## src/rtl/inst_fetch_pkg.sv

```systemverilog
// Shared fetch-stage definitions: instruction/address bus types, zero and NOP words,
// and the fixed PC increment.
package inst_fetch_pkg;
  typedef logic [31:0] InstAddrBus;
  typedef logic [31:0] InstBus;

  localparam InstBus      ZeroWord = 32'h0000_0000;
  localparam InstBus      NopInst  = 32'h0000_0000;
  localparam int unsigned PC_STEP  = 4;
endpackage

```

## src/rtl/fetch_fifo.sv

```systemverilog
// Prefetch queue: synchronous FIFO of {pc, inst}. The head is read straight from
// storage flops; flush empties it in one cycle.
module fetch_fifo
  import inst_fetch_pkg::*;
#(
  parameter int DEPTH = 4,
  parameter int WIDTH = 64
) (
  input  logic                     clk,
  input  logic                     rst,
  input  logic                     push,
  input  logic                     pop,
  input  logic                     flush,
  input  logic [WIDTH-1:0]         din,
  output logic [WIDTH-1:0]         dout,
  output logic [$clog2(DEPTH):0]   count
);
  localparam int PW = $clog2(DEPTH);
  localparam int CW = PW + 1;

  logic [WIDTH-1:0] mem [DEPTH];
  logic [PW-1:0]    wr_ptr;
  logic [PW-1:0]    rd_ptr;

  // pointers wrap naturally because DEPTH is a power of two
  always_ff @(posedge clk or posedge rst) begin
    if (rst) begin
      wr_ptr <= '0;
      rd_ptr <= '0;
      count  <= '0;
    end else if (flush) begin
      wr_ptr <= '0;
      rd_ptr <= '0;
      count  <= '0;
    end else begin
      if (push) wr_ptr <= wr_ptr + PW'(1);
      if (pop)  rd_ptr <= rd_ptr + PW'(1);
      count <= count + CW'(push) - CW'(pop);
    end
  end

  always_ff @(posedge clk) begin
    if (push && !flush) mem[wr_ptr] <= din;
  end

  assign dout = mem[rd_ptr];
endmodule

```

## src/rtl/inst_fetch.sv

```systemverilog
// Fetch stage: PC register, in-order ROM requests under a queue-credit rule, prefetch
// queue feeding decode. Define FETCH_BYPASS_EN to forward a response to decode when the queue is empty.
module inst_fetch
  import inst_fetch_pkg::*;
#(
  parameter int                ADDR_W   = 32,
  parameter int                INST_W   = 32,
  parameter int                DEPTH    = 4,
  parameter logic [ADDR_W-1:0] RESET_PC = '0
) (
  input  logic              clk,
  input  logic              rst,
  output logic              rom_ce_o,
  output logic [ADDR_W-1:0] rom_addr_o,
  input  logic              rom_ready_i,
  input  logic              rom_valid_i,
  input  logic [INST_W-1:0] rom_data_i,
  input  logic              stall_i,
  input  logic              flush_i,
  input  logic [ADDR_W-1:0] flush_pc_i,
  output logic              id_valid_o,
  output logic [ADDR_W-1:0] id_pc_o,
  output logic [INST_W-1:0] id_inst_o
);
  localparam int CW = $clog2(DEPTH) + 1;
  // drop can exceed DEPTH when flushes follow each other closely, so it gets headroom
  localparam int DW = CW + 3;

  logic [ADDR_W-1:0] pc;
  logic [ADDR_W-1:0] resp_pc;
  logic [ADDR_W-1:0] head_pc;
  logic [INST_W-1:0] head_inst;
  logic [CW-1:0]     outstanding;
  logic [CW-1:0]     count;
  logic [DW-1:0]     drop;
  logic [DW-1:0]     drop_sum;
  logic [DW-1:0]     drop_flush;
  logic              has_credit;
  logic              accept;
  logic              resp_take;
  logic              bypass;
  logic              push;
  logic              pop;

  assign rom_addr_o = pc;

  always_comb begin
    has_credit = ({1'b0, count} + {1'b0, outstanding}) < (CW+1)'(DEPTH);
    rom_ce_o   = !rst && !flush_i && has_credit;
    accept     = rom_ce_o && rom_ready_i;
    resp_take  = rom_valid_i && !flush_i && (drop == '0);
`ifdef FETCH_BYPASS_EN
    bypass     = !rst && resp_take && (count == '0) && !stall_i;
`else
    bypass     = 1'b0;
`endif
    push       = resp_take && !bypass;
    pop        = (count != '0) && !stall_i && !flush_i;
    // a response landing in the flush cycle retires one of the requests still in flight
    drop_sum   = drop + DW'(outstanding);
    if (rom_valid_i && (drop_sum != '0)) drop_flush = drop_sum - DW'(1);
    else                                 drop_flush = drop_sum;
    if (bypass) begin
      id_valid_o = 1'b1;
      id_pc_o    = resp_pc;
      id_inst_o  = rom_data_i;
    end else if (count != '0) begin
      id_valid_o = 1'b1;
      id_pc_o    = head_pc;
      id_inst_o  = head_inst;
    end else begin
      id_valid_o = 1'b0;
      id_pc_o    = ADDR_W'(ZeroWord);
      id_inst_o  = INST_W'(NopInst);
    end
  end

  always_ff @(posedge clk or posedge rst) begin
    if (rst) begin
      pc          <= RESET_PC;
      resp_pc     <= RESET_PC;
      outstanding <= '0;
      drop        <= '0;
    end else if (flush_i) begin
      pc          <= flush_pc_i;
      resp_pc     <= flush_pc_i;
      outstanding <= '0;
      drop        <= drop_flush;
    end else begin
      if (accept)    pc      <= pc + ADDR_W'(PC_STEP);
      if (resp_take) resp_pc <= resp_pc + ADDR_W'(PC_STEP);
      if (rom_valid_i && (drop != '0)) drop <= drop - DW'(1);
      outstanding <= outstanding + CW'(accept) - CW'(resp_take);
    end
  end

  fetch_fifo #(
    .DEPTH (DEPTH),
    .WIDTH (ADDR_W + INST_W)
  ) u_fifo (
    .clk   (clk),
    .rst   (rst),
    .push  (push),
    .pop   (pop),
    .flush (flush_i),
    .din   ({resp_pc, rom_data_i}),
    .dout  ({head_pc, head_inst}),
    .count (count)
  );
endmodule

```

## config.mk

```make
export PLATFORM = sky130hd
export DESIGN_NAME = inst_fetch
export DESIGN_NICKNAME = d
export VERILOG_FILES = /design/src/rtl/inst_fetch_pkg.sv /design/src/rtl/fetch_fifo.sv /design/src/rtl/inst_fetch.sv
export SDC_FILE = /design/constraint.sdc
export NUM_CORES = 1
export LEC_CHECK = 0
export BUFFER_PORTS_ARGS = -buffer_cell sky130_fd_sc_hd__buf_2
export CAP_MARGIN = 30
export CORE_AREA = 2 2 178 163
export DETAILED_ROUTE_END_ITERATION = 12
export DIE_AREA = 0 0 180 165
export GPL_TIMING_DRIVEN = 0
export PLACE_DENSITY_LB_ADDON = 0.08
export SLEW_MARGIN = 20
export SYNTH_ARGS = -nofsm -noshare
export SYNTH_HDL_FRONTEND = slang
export SYNTH_SLANG_ARGS = --single-unit
```

## constraint.sdc

```tcl
create_clock -name clk -period 3.72 [get_ports clk]
set_clock_uncertainty 0.2 [all_clocks]
set_input_delay 0.372 -clock clk [delete_from_list [all_inputs] [get_ports clk]]
set_output_delay 0.372 -clock clk [all_outputs]
set_load 0.02 [all_outputs]
```

Word level (Yosys, flattened, before mapping)
Memory sizes are Yosys's and may differ from the RTL's.
Cells that the tools add are included.
{"block": "classes", "reduce_logical": 21, "muxes": 18, "magnitude_cmp": 1, "addsub": 12}
{"op": "32-bit 2-to-1 mux", "count": 6}
{"op": "32-bit by 3-bit adder with 32-bit output (second input constant)", "count": 2}
{"op": "6-bit 2-to-1 mux", "count": 3}
{"op": "6-bit nonzero test", "count": 2}
{"op": "6-bit by 1-bit subtractor with 6-bit output (second input constant)", "count": 2}
{"op": "1-bit logical AND", "count": 10}
{"op": "2-bit 2-to-1 mux", "count": 4}
{"op": "2-bit nonzero test", "count": 4}
{"op": "3-bit by 1-bit adder with 3-bit output", "count": 2}
{"op": "6-bit by 3-bit adder with 6-bit output", "count": 1}
{"op": "6-bit logical NOT", "count": 1}
{"op": "3-bit 2-to-1 mux", "count": 2}
{"op": "3-bit by 1-bit subtractor with 3-bit output", "count": 2}
{"op": "2-bit by 1-bit adder with 2-bit output (second input constant)", "count": 2}
{"op": "3-bit by 3-bit adder with 4-bit output", "count": 1}
{"op": "4-bit by 3-bit < comparator with 1-bit output (second input constant)", "count": 1}
{"op": "1-bit logical NOT", "count": 3}
{"op": "1-bit 2-to-1 mux", "count": 3}
{"op": "3-bit nonzero test", "count": 1}
{"block": "word_totals", "ram_bits": 256, "mem_count": 1, "register_bits": 80}
{"memory": "u_fifo.mem", "depth": 4, "word_bits": 64, "rd": 1, "rd_ports_with_merged_regs": 0, "wr": 1, "line_no": "fetch_fifo.sv:21", "text": "logic [WIDTH-1:0] mem [DEPTH];"}

Longest topological paths before layout
{"block": "depth", "word_depth": 7, "depth_mapped": 14, "ltp_nobuf": 12}

Hierarchy
A second synthesis with hierarchy kept.
{"block": "hier_totals", "hier_cells": 936, "area_unflattened_um2": 14505.2}
{"mod": "fetch_fifo", "cells_per_inst": 373, "n_inst": 1, "seq_area_each_um2": 7862.5, "area_each_um2": 9691.8}
{"mod": "inst_fetch", "cells_per_inst": 563, "n_inst": 1, "seq_area_each_um2": 1826.8, "area_each_um2": 4813.4}

Worst setup path after synthesis
OpenSTA, ideal clock, no wires.
{"block": "synth_timing", "path_type": "reg2reg", "startpoint": "register drop[1]", "endpoint": "memory u_fifo.mem[2][0] (enable)", "stages_incl_launch_ff": 7, "arrival_ns": 2.898, "path_buffers": 0, "slack_ns": 0.194, "synth_period_minus_slack_ns": 3.526, "required_time_ns": 3.091, "setup_ns": 0.429, "path_cell_list": "dfrtp_1 inv_1 ha_1 nor2b_1 nand3_1 nor2_1 and2_1"}
{"block": "synth_between", "elab_chain_len": 5}
{"element": "start, declared", "line_no": "inst_fetch.sv:35", "text": "logic [DW-1:0] drop;"}
{"element": "start signal, assigned", "line_no": "inst_fetch.sv:88", "text": "drop <= drop_flush;"}
{"element": "start signal, assigned", "line_no": "inst_fetch.sv:92", "text": "if (rom_valid_i && (drop != '0)) drop <= drop - DW'(1);"}
{"element": "6-bit logical NOT", "line_no": "inst_fetch.sv:51", "text": "resp_take = rom_valid_i && !flush_i && (drop == '0);"}
{"element": "1-bit logical AND", "line_no": "inst_fetch.sv:51"}
{"element": "1-bit logical AND", "line_no": "fetch_fifo.sv:43", "text": "if (push && !flush) mem[wr_ptr] <= din;"}
{"element": "1-bit 2-to-1 mux", "line_no": "fetch_fifo.sv:43"}
{"element": "1-bit 2-to-1 mux (implied by the code)", "line_no": "fetch_fifo.sv:43"}
{"element": "end, declared", "line_no": "fetch_fifo.sv:21"}
Every way passes these cells.

Worst setup path in the final report
{"block": "layout_timing", "startpoint": "register u_fifo.rd_ptr[0]", "endpoint": "output port id_pc_o[29]"}
{"block": "layout_between", "elab_chain_len": 2}
{"element": "start, declared", "line_no": "fetch_fifo.sv:23", "text": "logic [PW-1:0] rd_ptr;"}
{"element": "start signal, assigned", "line_no": "fetch_fifo.sv:37", "text": "if (pop) rd_ptr <= rd_ptr + PW'(1);"}
{"element": "memory read 4 x 64 bit"}
{"element": "32-bit 2-to-1 mux", "line_no": "inst_fetch.sv:67", "text": "end else if (count != '0) begin"}
{"element": "end, declared", "line_no": "inst_fetch.sv:22", "text": "output logic [ADDR_W-1:0] id_pc_o,"}
Every way passes these cells.

==> flow_summary_export.csv <==
group,metric,value,unit
logic_synthesis,synth-edff-count,256,
clock_tree,cts_tree,"built",
sta,setup_viol,0,
power,leakage,6.56,nW
routing,drt_iter0_markers,601,
clock_tree,ctsHtreeMaxLevel,2,
routing,vias,9016,
layout,layout-drive-gt1-share,25.8,%
global_routing,grt_usage,22.0,%
global_routing,antenna_found_initial,0,
floorplanning,coreArea,27600,um2
sta,timing.fmax,293,MHz
power,netSwitchingFraction,28.1,%
clock_tree,clk_latency,0.51,ns
min_path,hold_class,"in -> reg",
power,power.switching,0.00270,W
setup_path,regToRegStartpoint,"outstanding[1]$_DFF_PP0_",
power,p_seq_share,45.5,%
placement,placed_area,16000,um2
sta,hold_slack,0.0263,ns
setup_path,reg2reg_to,"outstanding[2]$_DFF_PP0_",
floorplanning,ios,168,
layout,postLayoutCoreUtil,63.9,%
sta,hold_viol_final,0,
setup_path,critical_path_peak_fanout,10,
global_routing,grt_pass1_wl,50200,um
clock_tree,cts_buffer_depth,3,
min_path,whs_endpoint,"resp_pc[17]$_DFFE_PP0N_",
min_path,min_from,"flush_pc_i[17]",
global_routing,grt_pass1_vias,8820,
routing,first_pass_iters,5,
sta,tns,0,ns
layout,diodes,0,
logic_synthesis,syn_nets,1043,
logic_synthesis,yosysWarnings,0,
routing,drcViolationCount,0,
power,vdd_drop_max,0.297,mV
placement,port-buffer-count,166,
sta,post-route-period-util,91.9,%
logic_synthesis,ys.flop_type,"edfxtp_1",
placement,dp_hpwl,21800,um
placement,gp_congestion,0.910,
power,power_frac_clock,32.9,%
logic_synthesis,ys_seq_area_share,66.5,%
setup_path,startpoint_type,"register",
floorplanning,fp.dieW,180,um
setup_path,worstRegToRegCells,13,
clock_tree,numCtsBuffers,35,
logic_synthesis,synthTopCellsByArea,"edfxtp_1 53%, dfrtp_1 14%, mux4_2 9.9%",
placement,place_ws,-0.150,ns
power,p_int,0.00690,W
logic_synthesis,syn_avg_cell_area,15.3,um2
setup_path,crit_type,"reg -> out",
sta,setup_slack,0.303,ns
routing,drt-total-wl,32200,um
floorplanning,fp-row-count,58,
logic_synthesis,synthTopCellsByCount,"256 x edfxtp_1, 80 x dfrtp_1, 73 x and2_1, 64 x mux4_2, 54 x nand2_1",
logic_synthesis,yosysMostFrequentCell,"edfxtp_1",
layout,fin_area,17700,um2
floorplanning,dieArea,29700,um2
logic_synthesis,synthDominantCellAreaShare,52.8,%
setup_path,crit_path_end_kind,"output port",
clock_tree,clkTransAtPathRegs,0.06,ns
sta,slew_headroom,46.0,%
global_routing,grt_overflow,0,
logic_synthesis,synth_top_area_cell,"edfxtp_1",
logic_synthesis,synth.distinct_cells,59,
sta,finalCriticalPeriod,3.42,ns
setup_path,worstPathArrival,2.84,ns
global_routing,grt_max_degree,48,
run,max-cap-violations,0,
sta,drv_slew,0,
sta,rsz0062_at_grt,"false",
logic_synthesis,postSynth.asyncResetShare,23.8,%
status,status,"finished clean",
floorplanning,die_y,165,um
routing,via_per_inst,5.63,
clock_tree,cts_root_buffer,"clkbuf_16",
routing,wl_per_cell,20.1,um
logic_synthesis,synth_cells,951,
min_path,hold_path_depth,3,
layout,synthToLayoutAreaGrowth,21.2,%
setup_path,reg2reg_slack,0.31,ns
sta,worstMarginPinSlew,0.811,ns
floorplanning,initial_core_util,52.7,%
logic_synthesis,synth-seq-cells,336,
logic_synthesis,syn_area,14600,um2
layout,fillers,2065,
clock_tree,clkSinkCount,336,
routing,drtAntennaViolNets,0,
layout,final_nets,1315,
power,p_per_area,543,nW/um2
power,combPwrFrac,21.7,%
setup_path,crit_required,3.15,ns
==> per-stage QoR <==
step,instances,power [W]
after floorplan,951,0.00582
after global placement,1477,0.00645
after detailed placement,1484,0.00649
after CTS,1601,0.00969
after global routing,1601,0.0100
final,1601,0.00960
==> worst max path at each step <==
stage / from / end / slack (ns) / cells past startpoint
after floorplan: drop[1]$_DFFE_PP0P_ / u_fifo.mem[2][0]$_DFFE_PP_ / 0.19 / 6
after global placement: drop[3]$_DFFE_PP0P_ / u_fifo.mem[3][17]$_DFFE_PP_ / -1.32 / 5
after detailed placement: outstanding[1]$_DFF_PP0_ / outstanding[2]$_DFF_PP0_ / -0.15 / 14
after CTS: outstanding[1]$_DFF_PP0_ / outstanding[2]$_DFF_PP0_ / 0.07 / 13
after global routing: u_fifo.rd_ptr[0]$_DFFE_PP0P_ / id_pc_o[29] / 0.05 / 5
final: u_fifo.rd_ptr[0]$_DFFE_PP0P_ / id_pc_o[29] / 0.30 / 5
==> critical path: stages (launching register included) <==
cell     delay (ns)
dfrtp_1        0.39
buf_2          0.33
buf_1          0.66
mux4_2         0.62
and2_1         0.18
buf_2          0.15
==> kinds of logic (layout without fill, tap and decap cells) <==
logic type / count (synthesis) / in the layout / synth area share (%)
xor gates and xnor gates: 45 / 45 / 2.71
and+or+nand+nor: 287 / 287 / 11.0
muxes: 74 / 74 / 10.6
AOI/OAI and AO/OA: 107 / 107 / 4.91
adders and majority gates: 22 / 22 / 2.04
buffers and inverters: 80 / 370 / 2.22
DFF: 336 / 336 / 66.5
==> timing repair <==
item	in CTS	in global routing
gates resized for setup	1	3
setup endpoints to repair	2	2
buffers inserted	0	0
hold buffers	63	0
endpoints found under the hold margin	215	0
==> power by group through the flow <==
stage	Combinational (W)	Clock (W)	Sequential [W]
after floorplan	0.00139	0	0.00443
after global placement	0.00202	0	0.00443
after detailed placement	0.00206	0	0.00443
after CTS	0.00211	0.00322	0.00436
after global routing	0.00229	0.00337	0.00438
final	0.00208	0.00316	0.00436
==> area by class of cell <==
type	count	area [um2]	area share (%)
Clock inverter	12	96.3	0.545
Buffer	44	189	1.07
Clock buffer	43	916	5.18
Sequential cell	336	9690	54.8
Timing Repair Buffer	236	1610	9.14
Multi-Input combinational cell	535	4580	25.9
Tap cell	360	450	2.55
Inverter	35	134	0.758
==> state kept, by name, summed over array words and instances, names as in the netlist <==
name	count
drop	6
outstanding	3
resp_pc	32
rom_addr_o	32
u_fifo.count	3
u_fifo.mem	256
u_fifo.rd_ptr	2
u_fifo.wr_ptr	2
==> placed cells by master, fill, tap and decap left out, types with 34 or more instances in the layout <==
cell type	instances
and2_1	69
buf_2	172
clkbuf_1	37
clkbuf_16	35
dfrtp_1	80
dlygate4sd3_1	63
edfxtp_1	256
inv_1	34
mux4_2	64
nand2_1	54
nor2_1	38
o21ai_0	35
xnor2_1	36
==> routing by layer <==
| metal | wire [um] | up-vias | track usage, % |
|---|---|---|---|
| li1 | - | 4175 | - |
| met1 | 14600 | 4499 | 31.5 |
| met2 | 15100 | 297 | 35.8 |
| met3 | 1960 | 45 | 3.53 |
| met4 | 531 | 0 | 5.65 |
| met5 | 0 | - | 0 |
(Power assumes the default switching activity.)
